--- config.mk ---
export PLATFORM = sky130hd
export DESIGN_NAME = result_collector
export DESIGN_NICKNAME = d
export VERILOG_FILES = /design/src/rtl/result_collector.sv
export SDC_FILE = /design/constraint.sdc
export NUM_CORES = 1
export LEC_CHECK = 0
export CAP_MARGIN = 15
export CORE_UTILIZATION = 42
export DETAILED_ROUTE_END_ITERATION = 10
export GPL_TIMING_DRIVEN = 0
export PLACE_DENSITY = 0.68
export SLEW_MARGIN = 20
export SYNTH_ARGS = -nofsm -noshare
export SYNTH_HDL_FRONTEND = slang
export SYNTH_SLANG_ARGS = --single-unit
export TNS_END_PERCENT = 10
--- constraint.sdc ---
create_clock -name clk -period 2.36 [get_ports clk]
set_input_delay 0.472 -clock clk [delete_from_list [all_inputs] [get_ports clk]]
set_output_delay 0.472 -clock clk [all_outputs]
set_load 0.005 [all_outputs]
--- src/rtl/result_collector.sv ---
// result_collector
//
// Captures each completed result from the three-slot processing stage on the
// falling edge of its busy signal, tags it with a rotating slot number
// (0,1,2) and buffers {tag, data} in a small FIFO that has a valid/ready
// output. A sticky overflow flag records any result dropped because the FIFO
// was full.
//
// Optional feature: define RESULT_COLLECTOR_CHECKSUM_EN to build a running
// modulo-2^BW sum of accepted results. Without the macro, checksum is tied
// to 0. The port list is the same in both builds.
//
// Parameters:
//   BW     result data width
//   DEPTH  FIFO entries (power of two, >= 2)
//   AW     pointer width, derived from DEPTH
//
// Ports:
//   clk        clock, all logic on posedge
//   rst        synchronous active-high reset
//   busy_in    upstream busy
//   data_in    upstream data_out, sampled in the cycle busy falls
//   out_valid  FIFO non-empty
//   out_ready  downstream accepts the head entry
//   out_data   head entry data (don't-care while out_valid is 0)
//   out_tag    head entry slot tag
//   count      entries held
//   full       count == DEPTH
//   overflow   sticky, set when a result is dropped
//   checksum   running sum of accepted results (0 when feature disabled)
module result_collector #(
  parameter  int BW    = 8,
  parameter  int DEPTH = 8,
  localparam int AW    = $clog2(DEPTH)
) (
  input  logic          clk,
  input  logic          rst,
  input  logic          busy_in,
  input  logic [BW-1:0] data_in,
  output logic          out_valid,
  input  logic          out_ready,
  output logic [BW-1:0] out_data,
  output logic [1:0]    out_tag,
  output logic [AW:0]   count,
  output logic          full,
  output logic          overflow,
  output logic [BW-1:0] checksum
);

  localparam logic [AW:0] DEPTH_C = (AW+1)'(DEPTH);

  logic          busy_d;
  logic [1:0]    slot;
  logic [AW-1:0] wr_ptr;
  logic [AW-1:0] rd_ptr;
  logic [AW:0]   count_q;
  logic          overflow_q;
  logic [BW+1:0] mem [DEPTH];

  logic done_evt;
  logic pop;
  logic push;
  logic drop;

  // Event detect: a completion is busy high last cycle and low now. The
  // result data is valid in this same cycle.
  assign done_evt = busy_d & ~busy_in;
  assign pop      = out_valid & out_ready;
  // A pop in the same cycle frees the slot the push needs, so a full FIFO
  // can still accept.
  assign push     = done_evt & (~full | pop);
  assign drop     = done_evt & full & ~pop;

  assign count     = count_q;
  assign full      = (count_q == DEPTH_C);
  assign out_valid = (count_q != '0);
  assign overflow  = overflow_q;
  assign out_tag   = mem[rd_ptr][BW+1:BW];
  assign out_data  = mem[rd_ptr][BW-1:0];

  // FIFO control state
  always_ff @(posedge clk) begin
    if (rst) begin
      busy_d     <= 1'b0;
      slot       <= 2'd0;
      wr_ptr     <= '0;
      rd_ptr     <= '0;
      count_q    <= '0;
      overflow_q <= 1'b0;
    end else begin
      busy_d <= busy_in;
      // Slot advances on every event, accepted or dropped, so a drop
      // shows up downstream as a tag gap.
      if (done_evt)
        slot <= (slot == 2'd2) ? 2'd0 : slot + 2'd1;
      if (push)
        wr_ptr <= wr_ptr + 1'b1;
      if (pop)
        rd_ptr <= rd_ptr + 1'b1;
      if (push && !pop)
        count_q <= count_q + 1'b1;
      else if (pop && !push)
        count_q <= count_q - 1'b1;
      if (drop)
        overflow_q <= 1'b1;
    end
  end

  // FIFO storage, not reset
  always_ff @(posedge clk) begin
    if (push && !rst)
      mem[wr_ptr] <= {slot, data_in};
  end

`ifdef RESULT_COLLECTOR_CHECKSUM_EN
  logic [BW-1:0] sum_q;

  always_ff @(posedge clk) begin
    if (rst)
      sum_q <= '0;
    else if (push)
      sum_q <= sum_q + data_in;
  end

  assign checksum = sum_q;
`else
  assign checksum = '0;
`endif

endmodule

==> summary.txt <==
Synthesis
  – Number of flops mapped to enable cells by yosys: 80
  – Ys flop type: edfxtp_1
  – Count leader, synth: edfxtp_1
  – Sequential-to-total area share from yosys stat: 70.62%
  – Synth top cells by count: edfxtp_1, mux4_2, nor2_1, dfxtp_1, mux2_2
  – Number of synthesized register bits: 97
  – Synth warn: 0
  – FFs w/ async S/R, synth: 0%
  – Netlist cell types: 35
  – Synth top area cells: edfxtp_1, mux4_2, dfxtp_1
  – Yosys top cell area share: 61.86%
  – Post-synth top area cell: edfxtp_1
  – Mapped Cells: 218
  – Mapped cell area: 3884 um2
  – Synth Area per Inst: 17.82 um2

Power and ir drop
  – Cell leakage power: 0.001634 uW
  – Int Power: 3342 uW
  – Cell Pwr Density: 953.3 nW/um2
  – Peak supply drop: 0.7192 mV
  – Logic pwr share: 28.3%
  – Clk pwr share: 27.0%
  – Sequential share of power: 44.7%
  – Switching Fraction: 26.36%
  – Psw: 1196 uW

GRT
  – Grt total ovfl: 0
  – Largest net degree at the start of global routing: 19
  – First-pass GRT wire length: 10490 um
  – Initial antenna violation count: 0
  – Vias in the first global route: 1971
  – GRT Total Usage: 14.89%

Run status
  – Failing checks: negative setup slack
  – Status: finished, violations left

Routing
  – Via count: 1962
  – WL/cell: 17.66 um
  – Drt initial violations: 66
  – DR DRC count: 0
  – Final wirelength: 6764 um
  – TritonRoute pass-1 iters: 6
  – Via density: 5.123
  – Routed Antenna Nets: 0

STA
  – Worst Hold Slack: 0.4802 ns
  – Least-Margin Pin Slew: 0.7006 ns
  – Slew HR: 53.23%
  – Fmax: 0.4076 GHz
  – Final Hold Vio Count: 0
  – Clock skew: 0.01046 ns
  – Max Slew Vio Count: 0
  – RSZ-0062 raised after global routing: true
  – Tmin final: 2.454 ns
  – Final setup fails: 2
  – Min setup slack post-route: -0.09369 ns
  – Final period utilization: 104.0%

Floorplanning
  – DIE WIDTH: 98.16 um
  – Initial Util: 43.89%
  – Die height: 98.16 um
  – Core Box Area: 8848 um2
  – # IOs: 37
  – # rows: 34
  – Total Die Area: 9635 um2

Critical path
  – Critical path endpoint category: flop
  – Crit Path Class: flop to flop
  – CP arrival: 2.71 ns
  – Max FO, Critical Path: 5
  – Crit start category: flop
  – Req. time, crit path: 2.61 ns

Clocking
  – Max Root-Sink Buffers: 2
  – Worst skew pair latency: 0.36 ns
  – Hold Buf Count CTS: 0
  – Clk sink count: 97
  – Total clock buffers created by CTS: 9
  – Clk pin slew, worst setup/hold paths: 0.10 ns
  – Root Buffer: clkbuf_8
  – Htree depth: 3
  – TritonCTS clock tree: done

Place
  – Buffers on Ports: 27
  – Placer Congestion: 0.6573
  – Cell count after placement: 364
  – DP HPWL: 4261 um

Final layout
  – Final #Nets: 288
  – Final core utilization: 53.80%
  – Inserted Diodes: 0
  – Fin cells: 383
  – P&R area growth vs syn: 22.58%
  – Share of cells above drive strength 1: 38.18%

Flow run
  – # Max-Cap Violations: 0

Min path
  – Worst Hold Class: input pin to flop
==> logic make-up after synthesis <==
group | share of synthesized area, %
flops | 70.62
simple gates | 6.217
mux | 15.30
buf+inv | 2.931
compound gates | 1.579
fa+ha+maj | 2.126
xor+xnor | 1.128
other cells | 0.09656
==> routing by layer <==
metal	up-vias	track usage [%]	routed length [um]
met4	0	5.166	61
met1	977	20.00	3080
met3	5	2.649	221
met5	-	0	0
met2	43	24.59	3401
li1	937	-	-
==> per-stage QoR <==
stage / setup TNS (ns) / setup WS, ns / instance area [um2] / power, uW
after floorplan: -0.05165 / -0.05165 / 3939 / 2789
after global placement: -64.86 / -1.128 / 4344 / 3178
after detailed placement: -34.82 / -0.7195 / 4409 / 3202
after CTS: -0.7078 / -0.2134 / 4682 / 4439
after global routing: -0.4914 / -0.2223 / 4761 / 4764
final: -0.1150 / -0.09369 / 4761 / 4538
==> sequential cells by signal (all words and copies together), names as in the netlist, named ones only <==
signal    cells
mem          80
count         4
rd_ptr        3
wr_ptr        3
slot          2
busy_d        1
overflow      1
==> final cells by class <==
type / count / area, um2
timing repair buffer: 35 / 332.8
sequential: 97 / 2755
fill: 711 / 4088
inverter: 3 / 13.76
buffer: 16 / 126.4
tap: 108 / 135.1
multi-input combinational: 108 / 1167
clock inverter: 7 / 106.4
clock buffer: 9 / 123.9
==> power groups by stage <==
stage	registers, uW	clock network [uW]	logic (uW)
after floorplan	2030	0	764
after global placement	2040	0	1140
after detailed placement	2040	0	1170
after CTS	2010	1240	1180
after global routing	2040	1310	1410
final	2030	1220	1290
==> path summary, 6_finish.rpt <==
kind / end / slack, ns / from / cells past startpoint
max: count[3] / -0.09 / count[0] / 10
min: wr_ptr[1] / 0.48 / rst / 2
max reg2reg: count[3] / -0.09 / count[0] / 10
min reg2reg: overflow / 0.51 / overflow / 2
==> critical path, stage by stage, from the launching register on <==
cell and delay [ns]:
dfxtp_4 0.37, or4b_4 0.57, o21ai_4 0.18, inv_2 0.06, ha_4 0.16, inv_4 0.07
ha_4 0.21, a21oi_4 0.12, a211oi_1 0.08, a31oi_1 0.18, mux2_2 0.35
==> what timing repair did <==
action / in CTS / in global routing
endpoints found under the setup margin: 57 / 32
cloned: 0 / 2
setup buffers: 0 / 2
pin swaps: 0 / 2
resized for setup: 32 / 29
==> placed cells by master, fill, tap and decap left out, types with 4 or more instances in the layout <==
cell / n
xor2_1: 4
a21oi_1: 5
buf_6: 4
nand3_1: 5
buf_4: 10
clkbuf_8: 9
mux2_2: 4
nand2_1: 4
mux2_4: 7
conb_1: 8
dfxtp_1: 13
clkbuf_2: 12
edfxtp_1: 80
nor2_1: 14
mux4_2: 20
clkdlybuf4s50_1: 16
Power figures use the tool's default switching activity.
